--- src/rtl/arb8way16_if.sv ---
// arb8way16_if: producer/consumer bundle around the 8-way round-robin arbiter.
//   in_valid[8], in_data[128] : per-source requests and packed 16-bit words
//   in_ready[8]               : per-source accept (one-hot or zero)
//   sel[3]                    : current combinational winner index
//   out_valid/out_data/out_src: registered output stage toward the consumer
//   out_ready                 : consumer accept
// modport slave is the arbiter side; modport master is the producer/consumer side.
interface arb8way16_if;
    logic [7:0]   in_valid;
    logic [127:0] in_data;
    logic [7:0]   in_ready;
    logic [2:0]   sel;
    logic         out_valid;
    logic [15:0]  out_data;
    logic [2:0]   out_src;
    logic         out_ready;

    modport slave (
        input  in_valid,
        input  in_data,
        input  out_ready,
        output in_ready,
        output sel,
        output out_valid,
        output out_data,
        output out_src
    );

    modport master (
        output in_valid,
        output in_data,
        output out_ready,
        input  in_ready,
        input  sel,
        input  out_valid,
        input  out_data,
        input  out_src
    );
endinterface

--- src/rtl/arb8way16.sv ---
// arb8way16: round-robin arbiter sharing one 16-bit datapath between 8 sources,
// with optional burst locking (BURST consecutive beats per grant, 1..15).
// Ports:
//   clk, rst_n : rising-edge clock, asynchronous active-low reset
//   bus        : arb8way16_if.slave (requests, word selector code, output stage)
// in_ready and sel are combinational from the registered state and in_valid;
// out_valid/out_data/out_src come from a pass-through output register.
module arb8way16 #(
    parameter int unsigned BURST = 1
) (
    input  logic         clk,
    input  logic         rst_n,
    arb8way16_if.slave   bus
);
    localparam int unsigned N  = 8;
    localparam int unsigned DW = 16;
    localparam int unsigned IW = 3;
    localparam int unsigned CW = 4;

    typedef enum logic {
        ST_FREE,
        ST_LOCK
    } state_t;

    state_t          state_q, state_d;
    logic [IW-1:0]   ptr_q, ptr_d;
    logic [IW-1:0]   lidx_q, lidx_d;
    logic [CW-1:0]   bcnt_q, bcnt_d;
    logic            valid_q, valid_d;
    logic [DW-1:0]   data_q, data_d;
    logic [IW-1:0]   src_q, src_d;

    logic            can_accept_c;
    logic            lock_hit_c;
    logic            release_c;
    logic            rr_found_c;
    logic [IW-1:0]   rr_idx_c;
    logic            win_valid_c;
    logic [IW-1:0]   win_idx_c;
    logic            xfer_c;
    logic [CW:0]     beats_c;
    logic [DW-1:0]   win_data_c;

    // Output register may reload in the same cycle its word is consumed.
    assign can_accept_c = !valid_q || bus.out_ready;

    assign lock_hit_c = (state_q == ST_LOCK) && bus.in_valid[lidx_q];
    assign release_c  = (state_q == ST_LOCK) && can_accept_c && !bus.in_valid[lidx_q];

    // Rotating priority scan: first requester at ptr, ptr+1, ... (mod 8).
    always_comb begin
        rr_found_c = 1'b0;
        rr_idx_c   = '0;
        for (int k = 0; k < int'(N); k++) begin
            if (!rr_found_c && bus.in_valid[ptr_q + IW'(k)]) begin
                rr_found_c = 1'b1;
                rr_idx_c   = ptr_q + IW'(k);
            end
        end
    end

    // A held lock overrides rotation; otherwise the scan winner from the old ptr
    // is used, so a lock release costs no idle cycle.
    assign win_valid_c = lock_hit_c || rr_found_c;
    assign win_idx_c   = lock_hit_c ? lidx_q : rr_idx_c;
    assign xfer_c      = win_valid_c && can_accept_c;
    assign win_data_c  = bus.in_data[{win_idx_c, 4'h0} +: DW];

    // Beat count of the grant this transfer belongs to; a fresh grant starts at 1.
    assign beats_c = (lock_hit_c ? {1'b0, bcnt_q} : (CW+1)'(0)) + (CW+1)'(1);

    assign bus.sel       = win_valid_c ? win_idx_c : IW'(0);
    assign bus.in_ready  = xfer_c ? (N'(1) << win_idx_c) : N'(0);
    assign bus.out_valid = valid_q;
    assign bus.out_data  = data_q;
    assign bus.out_src   = src_q;

    // State register.
    always_ff @(posedge clk or negedge rst_n) begin
        if (!rst_n) begin
            state_q <= ST_FREE;
            ptr_q   <= '0;
            lidx_q  <= '0;
            bcnt_q  <= '0;
            valid_q <= 1'b0;
            data_q  <= '0;
            src_q   <= '0;
        end else begin
            state_q <= state_d;
            ptr_q   <= ptr_d;
            lidx_q  <= lidx_d;
            bcnt_q  <= bcnt_d;
            valid_q <= valid_d;
            data_q  <= data_d;
            src_q   <= src_d;
        end
    end

    // Next-state: drain, lock release, then transfer (transfer wins any overlap).
    always_comb begin
        state_d = state_q;
        ptr_d   = ptr_q;
        lidx_d  = lidx_q;
        bcnt_d  = bcnt_q;
        valid_d = valid_q;
        data_d  = data_q;
        src_d   = src_q;

        if (valid_q && bus.out_ready && !xfer_c) begin
            valid_d = 1'b0;
        end

        if (release_c) begin
            state_d = ST_FREE;
            bcnt_d  = '0;
            ptr_d   = lidx_q + IW'(1);
        end

        if (xfer_c) begin
            valid_d = 1'b1;
            data_d  = win_data_c;
            src_d   = win_idx_c;
            if (beats_c < (CW+1)'(BURST)) begin
                state_d = ST_LOCK;
                lidx_d  = win_idx_c;
                bcnt_d  = beats_c[CW-1:0];
            end else begin
                state_d = ST_FREE;
                bcnt_d  = '0;
                ptr_d   = win_idx_c + IW'(1);
            end
        end
    end
endmodule

--- src/flat_wrapper.sv ---
// flat-port wrapper written by rule: the top's interface ports become plain ports
module arb8way16_flat 
#(
    parameter int unsigned BURST = 1
)
  (clk, rst_n, bus_in_valid, bus_in_data, bus_out_ready, bus_in_ready, bus_sel, bus_out_valid, bus_out_data, bus_out_src);
  arb8way16_if bus_i ();
  input  logic clk;
  input  logic rst_n;
  input wire logic [$bits(bus_i.in_valid)-1:0] bus_in_valid;
  input wire logic [$bits(bus_i.in_data)-1:0] bus_in_data;
  input wire logic [$bits(bus_i.out_ready)-1:0] bus_out_ready;
  output wire logic [$bits(bus_i.in_ready)-1:0] bus_in_ready;
  output wire logic [$bits(bus_i.sel)-1:0] bus_sel;
  output wire logic [$bits(bus_i.out_valid)-1:0] bus_out_valid;
  output wire logic [$bits(bus_i.out_data)-1:0] bus_out_data;
  output wire logic [$bits(bus_i.out_src)-1:0] bus_out_src;
  assign bus_i.in_valid = bus_in_valid;
  assign bus_i.in_data = bus_in_data;
  assign bus_i.out_ready = bus_out_ready;
  assign bus_in_ready = bus_i.in_ready;
  assign bus_sel = bus_i.sel;
  assign bus_out_valid = bus_i.out_valid;
  assign bus_out_data = bus_i.out_data;
  assign bus_out_src = bus_i.out_src;
  arb8way16 #(.BURST(BURST)) u_core (.clk(clk), .rst_n(rst_n), .bus(bus_i));
endmodule
--- config.mk ---
export PLATFORM = sky130hd
export DESIGN_NAME = arb8way16_flat
export DESIGN_NICKNAME = d
export VERILOG_FILES = /design/src/rtl/arb8way16_if.sv /design/src/rtl/arb8way16.sv /design/src/flat_wrapper.sv
export SDC_FILE = /design/constraint.sdc
export NUM_CORES = 1
export LEC_CHECK = 0
export ABC_AREA = 1
export CORE_ASPECT_RATIO = 1.2
export CORE_MARGIN = 2
export CORE_UTILIZATION = 42
export DETAILED_ROUTE_END_ITERATION = 7
export HOLD_SLACK_MARGIN = 0.06
export PLACE_DENSITY = 0.82
export SLEW_MARGIN = 20
export SYNTH_ARGS = -nofsm -noshare
export SYNTH_HDL_FRONTEND = slang
export SYNTH_SLANG_ARGS = --single-unit
--- constraint.sdc ---
create_clock -name clk -period 4.4 [get_ports clk]
set_clock_uncertainty 0.05 [all_clocks]
set_input_delay 0.88 -clock clk [delete_from_list [all_inputs] [get_ports clk]]
set_output_delay 0.88 -clock clk [all_outputs]
set_load 0.03 [all_outputs]
==> results.sh, run 1 <==
export IMPL_r2r_end="u_core.bus.out_data[13]"
export IMPL_grt_setup_unrepaired="no"
export IMPL_worstHoldPathCells=2
export IMPL_dp_hpwl_um=10200
export IMPL_fin_crit_ns=4.19
export IMPL_slowest_delay_ns=0.40
export IMPL_hold_start="u_core.bus.out_data[0]"
export IMPL_avgSynthCellArea_um2=5.98
export IMPL_synth_main_ff_cell="dfrtp_1"
export IMPL_tightest_slew_ns=0.635
export IMPL_max_freq_mhz=239
export IMPL_dp_cells=819
export IMPL_die_h_um=103
export IMPL_dieWidth_um=86.8
export IMPL_track_usage_pct=28.2
export IMPL_crit_type="reg -> out"
export IMPL_drcViolationCount=0
export IMPL_syn_to_final_growth_pct=54.1
export IMPL_synth_edff_count=0
export IMPL_totalWireLength_um=12900
export IMPL_first_pass_iters=4
export IMPL_slew_violations=0
export IMPL_port_buffer_count=169
export IMPL_grt_max_degree=66
export IMPL_crit_path_max_fanout=9
export IMPL_hold_viol_final=0
export IMPL_synth_cell_types=35
export IMPL_drtAntennaViolNets=0
export IMPL_cts_buffers=5
export IMPL_fin_setup_tns_ns=0
export IMPL_status="complete, no violations"
export IMPL_cp_data_arrival_time_ns=3.26
export IMPL_crit_top_cell="nand3_1"
export IMPL_cp_start_kind="flip-flop"
export IMPL_place_congestion=0.905
export IMPL_grt_pass1_vias=4218
export IMPL_setup_viol=0
export IMPL_syn_cell_area_um2=3460
export IMPL_pin_count=170
export IMPL_hold_end="u_core.bus.out_data[0]"
export IMPL_critical_path_top_delay_family="simple AND/OR/NAND/NOR gates"
export IMPL_rrSetupSlack_ns=1.05
export IMPL_synthCells=578
export IMPL_critPathSlowestCell="dfrtp_1"
export IMPL_drv_cap=0
export IMPL_initial_utilization_pct=42.9
export IMPL_htreeDepth=2
export IMPL_cts_max_path_buffers=2
export IMPL_clock_latency_ns=0.29
export IMPL_reg2reg_from="u_core.ptr_q[0]"
export IMPL_vias=4514
export IMPL_vias_per_cell=5.44
export IMPL_antenna_found_initial=0
export IMPL_routedWlPerCell_um=15.5
export IMPL_root_buffer="clkbuf_8"
export IMPL_grt_ovfl_total=0
export IMPL_die_area_um2=8980
export IMPL_syn_nets=727
export IMPL_final_period_utilization_pct=95.1
export IMPL_async_reset_ff_share_pct=100
export IMPL_drive_gt1_share_pct=11.0
export IMPL_clock_sinks=31
export IMPL_fin_cells=830
export IMPL_drt_iter0_drc=195
export IMPL_insertedDiodeCount=0
export IMPL_hp_class="reg -> reg"
export IMPL_core_area_um2=8060
export IMPL_grt_pass1_wl_um=19900
export IMPL_cts_tree="done"
export IMPL_worstSetupEndpointType="output port"
export IMPL_worst_slew_margin_rel_pct=57.7
export IMPL_hold_buffers=0
export IMPL_rows=36
export IMPL_synth_seq_cells=31
export IMPL_cp_required_ns=3.47
export IMPL_path_clk_slew_ns=0.07
export IMPL_yosysWarnings=0
export IMPL_worstRegToRegCells=20
export IMPL_path_buf_inv=4
export IMPL_finalNetCount=883
export IMPL_cp_cell_sequence="inv_2 -> ha_2 -> inv_2 -> nand3_1 -> nand3_1 -> o21ai_1 -> nor2_4 -> nand4_2 -> nor2_4 -> nand3_1 -> nand3_1 -> nor2_2 -> nor2_2 -> ha_2 -> ha_1 -> inv_1 -> nor2_1 -> buf_4"
export IMPL_synth_yosys_seq_area_share_pct=22.4
==> registers in the layout, summed over array words and instances (netlist names) <==
register,cells
u_core.bus.out_data,16
u_core.bcnt_q,4
u_core.bus.out_src,3
u_core.lidx_q,3
u_core.ptr_q,3
u_core.bus.out_valid,1
u_core.state_q,1
==> stage by stage <==
stage               instance area [um^2]  hold WS [ns]  setup WS [ns]  utilization, %
detailed placement                  5130         0.423         0.0143            63.6
finish                              5330         0.439          0.214            66.1
global placement                    5130         0.419         0.0791            63.6
CTS                                 5210         0.441        0.00930            64.6
global route                        5330         0.469         0.0152            66.1
floorplan                           3460         0.422          0.263               -
==> timing repair <==
action | 4_1_cts | 5_1_grt
hold endpoints to repair | 0 | 0
setup buffers | 0 | 3
pin swaps | 0 | 10
setup endpoints to repair | 1 | 8
resized for setup | 1 | 32
==> synthesized netlist by cell type, types with 2 or more instances <==
cell	number	area, um^2
a21oi_1	2	10.0
buf_2	18	90.1
buf_6	9	101
clkbuf_1	12	45.0
dfrtp_1	31	776
ha_1	10	125
inv_1	29	109
inv_2	5	18.8
mux2_2	2	22.5
nand2_1	186	698
nand2_2	4	25.0
nand3_1	191	956
nand3_2	2	20.0
nand4_1	5	31.3
nor2_1	27	101
nor2_2	2	12.5
nor2_4	2	22.5
nor3_1	4	20.0
o21ai_0	15	75.1
o21ai_1	3	15.0
o22ai_1	5	31.3
==> worst max path at each step <==
stage	from	cells past startpoint	slack [ns]	end
2_1_floorplan	u_core.ptr_q[1]	21	0.26	bus_in_ready[0]
3_3_place_gp	bus_in_valid[7]	17	0.08	bus_in_ready[7]
3_5_place_dp	bus_in_valid[7]	17	0.01	bus_in_ready[7]
4_1_cts	bus_in_valid[7]	17	0.009	bus_in_ready[7]
5_1_grt	u_core.ptr_q[0]	18	0.02	bus_in_ready[7]
6_report	u_core.ptr_q[0]	18	0.21	bus_in_ready[7]
==> cell families after synthesis <==
logic type	synth area share, %
AND/OR/NAND/NOR	55.4
multiplexers	0.651
buffers and inverters	10.9
adder cells (fa/ha/maj)	3.62
AO/OA/AOI/OAI	4.99
flip-flops	22.4
XOR/XNOR	1.99
==> cell usage in the layout, fill, tap and decap left out, types with 4 or more instances in the layout <==
master           instances
nand2_2                 10
dfrtp_1                 31
clkbuf_8                 5
buf_4                   31
nor2_4                   4
o21ai_1                  5
nor2_1                  25
nand4_1                  5
clkdlybuf4s50_1        150
o21ai_0                 13
dlymetal6s2s_1           8
ha_1                     8
inv_2                    7
inv_1                   25
nor3_1                   4
nand3_1                187
nand2_1                179
nand3_2                  5
o22ai_1                  5
==> area by class of cell <==
type,instances,area (um^2)
repair buffers,189,1830
multi-input cells,472,2380
clock inverters,2,12.5
inverters,35,138
clock buffers,6,72.6
fillers,709,2740
flip-flops and latches,31,776
well taps,95,119
==> tightest hold or removal path, cell delays in order, from the launching register on <==
cell and delay, ns:
dfrtp_1 0.35, nand2_1 0.06, nand2_1 0.05
==> layer usage <==
metal  global-route usage (%)  vias up  wire length (um)
met2                     52.0      210              6640
met5                        0        -                 0
met3                     6.27       29              1070
li1                         -     2237                 -
met4                     10.2        0               426
met1                     31.6     2038              4740
Power of run 1 is not shown: default switching activity piles up to over one toggle a cycle in this logic, so the estimate is an artifact.
==> run 2: changes to the inputs <==
--- a/config.mk
+++ b/config.mk
@@ -12,6 +12,7 @@
 export DETAILED_ROUTE_END_ITERATION = 7
 export HOLD_SLACK_MARGIN = 0.06
 export PLACE_DENSITY = 0.82
+export REMOVE_ABC_BUFFERS = 1
 export SLEW_MARGIN = 20
 export SYNTH_ARGS = -nofsm -noshare
 export SYNTH_HDL_FRONTEND = slang
==> results.sh, run 2 (same netlist as run 1, synthesis figures left out) <==
export IMPL_status="complete, no violations"
export IMPL_setup_viol=0
export IMPL_crit_path_max_fanout=7
export IMPL_pin_count=170
export IMPL_largest_register_ffs=16
export IMPL_max_freq_mhz=235
export IMPL_tightest_slew_ns=0.693
export IMPL_cts_max_path_buffers=2
export IMPL_final_period_utilization_pct=96.8
export IMPL_finalNetCount=887
export IMPL_pre_cts_ws_ns=0.0653
export IMPL_cp_required_ns=3.47
export IMPL_initial_utilization_pct=42.9
export IMPL_grt_ovfl_total=0
export IMPL_place_congestion=0.940
export IMPL_htreeDepth=2
export IMPL_cts_buffers=5
export IMPL_dieWidth_um=86.8
export IMPL_hold_viol_final=0
export IMPL_vias=4589
export IMPL_setup_ws_ns=0.139
export IMPL_crit_type="in -> out"
export IMPL_core_area_um2=8060
export IMPL_cp_cell_sequence="clkdlybuf4s50_1 -> nand2_2 -> nand3_1 -> nand3_2 -> nand2_4 -> inv_1 -> nand3_2 -> nor2_4 -> nand4_1 -> o22ai_2 -> nand2_2 -> nand2_4 -> clkinvlp_4 -> ha_2 -> inv_1 -> nor2_1 -> buf_4"
export IMPL_grt_max_degree=65
export IMPL_fin_crit_ns=4.26
export IMPL_insertedDiodeCount=0
export IMPL_rows=36
export IMPL_first_pass_iters=5
export IMPL_grt_pass1_wl_um=19900
export IMPL_die_area_um2=8980
export IMPL_final_cell_mix="nand3_1 (186), nand2_1 (171), clkdlybuf4s50_1 (153)"
export IMPL_root_buffer="clkbuf_8"
export IMPL_totalWireLength_um=12600
export IMPL_critPathSlowestCell="clkdlybuf4s50_1"
export IMPL_drtAntennaViolNets=0
export IMPL_track_usage_pct=27.7
export IMPL_hold_buffers=0
export IMPL_fin_cells=833
export IMPL_drt_iter0_drc=251
export IMPL_hp_class="reg -> reg"
export IMPL_syn_to_final_growth_pct=56.0
export IMPL_port_buffer_count=169
export IMPL_drcViolationCount=0
export IMPL_routedWlPerCell_um=15.1
export IMPL_dp_hpwl_um=9770
export IMPL_worst_slew_margin_rel_pct=53.8
export IMPL_dp_cells=820
export IMPL_clock_sinks=31
export IMPL_cp_data_arrival_time_ns=3.33
export IMPL_grt_pass1_vias=4331
export IMPL_slowest_delay_ns=0.47
export IMPL_antenna_found_initial=0
export IMPL_layout_commonest_cell="nand3_1"
export IMPL_vias_per_cell=5.51
export IMPL_drv_cap=0
export IMPL_slew_violations=0
export IMPL_cts_tree="done"
export IMPL_finish_utilization_pct=66.9
export IMPL_cp_start_kind="primary input"
export IMPL_worstSetupEndpointType="output port"
export IMPL_path_clk_slew_ns=0.06
export IMPL_clock_latency_ns=0.28
export IMPL_drive_gt1_share_pct=13.1
export IMPL_die_h_um=103
[run 2: stage by stage]
step                      TNS [ns]  hold WS [ns]  area [um^2]
final                            0         0.428         5390
after CTS                        0         0.431         5220
after floorplan              -7.42         0.373         3210
after detailed placement         0         0.414         5130
after global placement           0         0.413         5130
after global routing       -0.0569         0.465         5390
[run 2: area by class of cell]
| class | count | area, um^2 |
|---|---|---|
| fillers | 711 | 2670 |
| well taps | 95 | 119 |
| flip-flops and latches | 31 | 776 |
| multi-input cells | 472 | 2420 |
| inverters | 35 | 135 |
| repair buffers | 193 | 1850 |
| clock buffers | 6 | 82.6 |
| clock inverters | 1 | 5.00 |
[run 2: path summary, 6_finish.rpt]
check                                        start                       to  slack (ns)  cells after the start
setup / recovery                   bus_in_valid[1]          bus_in_ready[7]        0.14                     17
hold / removal             u_core.bus.out_data[15]  u_core.bus.out_data[15]        0.43                      2
setup reg to reg                   u_core.ptr_q[0]   u_core.bus.out_data[3]        0.95                     21
hold reg to reg            u_core.bus.out_data[15]  u_core.bus.out_data[15]        0.43                      2
max in group asynchronous                    rst_n  u_core.bus.out_data[15]        3.26                      1
min in group asynchronous                    rst_n     u_core.bus.out_valid        0.59                      1
[run 2: worst max-delay path: cells and delay by family]
kind | cells | cell delay (ns)
AND/OR/NAND/NOR | 10 | 1.06
adder cells (fa/ha/maj) | 1 | 0.22
buffers and inverters | 5 | 0.92
AO/OA/AOI/OAI | 1 | 0.23
[run 2: per-layer routing]
layer	vias up	part of all wire, %	track usage, %
met2	216	52	48.9
met1	2106	39	34.5
li1	2239	-	-
met4	0	2.1	8.89
met5	-	0	0
met3	28	7.5	4.29
[run 2: timing repair]
action                     CTS  global route
setup endpoints to repair    0             8
resized for setup            0            41
setup buffers                0             6
Power of run 2 is left out for the same reason.
==> run 3: changes to the inputs <==
--- a/config.mk
+++ b/config.mk
@@ -9,10 +9,10 @@
 export CORE_ASPECT_RATIO = 1.2
 export CORE_MARGIN = 2
 export CORE_UTILIZATION = 42
+export CTS_CLUSTER_SIZE = 40
 export DETAILED_ROUTE_END_ITERATION = 7
 export HOLD_SLACK_MARGIN = 0.06
 export PLACE_DENSITY = 0.82
-export REMOVE_ABC_BUFFERS = 1
 export SLEW_MARGIN = 20
 export SYNTH_ARGS = -nofsm -noshare
 export SYNTH_HDL_FRONTEND = slang
==> results of run 3 <==
Final layout, timing and power as in run 1 (identical DEF).
Power of run 3 is left out for the same reason.
==> edit (settings of run 2) <==
Take the reset off `data_q` and load it in a clocked block of its own.
--- a/src/rtl/arb8way16.sv
+++ b/src/rtl/arb8way16.sv
@@ -84,5 +84,4 @@
             bcnt_q  <= '0;
             valid_q <= 1'b0;
-            data_q  <= '0;
             src_q   <= '0;
         end else begin
@@ -92,7 +91,10 @@
             bcnt_q  <= bcnt_d;
             valid_q <= valid_d;
-            data_q  <= data_d;
             src_q   <= src_d;
         end
+    end
+
+    always_ff @(posedge clk) begin
+        data_q <= data_d;
     end
 
Behaviour: not the same (a bounded check fails within 4 cycles, from zero or initial values and one cycle with rst_n low).
==> edit against run 2 <==
Core utilization is 3.8 points higher; sequential cell count is the same; routed wire length is 0.13% higher; worst hold slack improved by 0.018 ns; area after synthesis fell by 2.1%; final area rose by 1.7%; maximum frequency is 1.8% higher; cell count down 4.8%; worst setup slack better by 0.077 ns; register-to-register slack got worse by 0.11 ns; largest cell class unchanged.
Power is not shown: default switching activity piles up to over one toggle a cycle in this logic, so the estimate is an artifact.
==> edit: results (changes against run 2) <==
stage,metric,value,unit,change
setup_path,path_max_fanout,10,,+3
layout,multi_input_cells,423,,-10%
drt,met1_length,4650,um,-4.9%
drt,met2_length,6550,um,+0.61%
placed_design,dp_hpwl,9490,um,-2.9%
logic_synthesis,synth-edff-count,16,,+16
grt,grt.met3_usage,4.68,%,+0.40 points
logic_synthesis,synth_compound_area_share,5.32,%,+0.33 points
grt,grt_max_degree,66,,+1.5%
setup_path,reg2reg_slack,0.84,ns,-0.11 ns
placed_design,place_congestion,0.945,,+0.53%
layout,multi_input_area,2280,sq um,-6.0%
hold_path,hold_start,u_core.bus.out_src[0],,
placed_design,post-place-ws,-0.215,ns,-0.280 ns
drt,viasPerCell,5.52,,+0.21%
cts,cts_resized,12,,+12
logic_synthesis,seq_area_frac_synth,25.3,%,+2.8 points
grt,met1_usage,32.0,%,-2.6 points
logic_synthesis,yosys-top-cells-area,"nand3_1 28%, nand2_1 15%, edfxtp_1 14%",,
hold_path,min_to,u_core.bus.out_src[0],,
run_status,status,"finished, final reports clean",,
logic_synthesis,synth_xor_area_share,2.37,%,+0.37 points
layout,fill_cells,641,,-9.8%
timing,holdWs,0.447,ns,+0.0183 ns
grt,grt_use_total,28.6,%,+0.92 points
layout,seq_area,856,sq um,+10%
placed_design,dp.cells,778,,-5.1%
edit: cell count changes after synthesis, sizes merged:
| cell | delta |
|---|---|
| nor2 | -2 |
| dfrtp | -16 |
| nand3 | -1 |
| clkbuf | -6 |
| buf | +3 |
| nand2 | -48 |
| edfxtp | +16 |
| o21bai | +1 |
| nand3b | +1 |
| clkinv | -1 |
edit: worst max-delay path: stages:
cell           delay [ns]
dlygate4sd2_1        0.27
nand2_1              0.12
nand3_1              0.12
nand3_2              0.11
nand2_4              0.07
inv_1                0.09
nand3_2              0.09
nor2_4               0.11
buf_4                0.12
nand4_1              0.15
o22ai_2              0.23
nand2_2              0.08
nand2_4              0.08
clkinvlp_4           0.11
buf_12               0.16
ha_1                 0.19
inv_1                0.05
nor2_1               0.04
buf_4                0.17
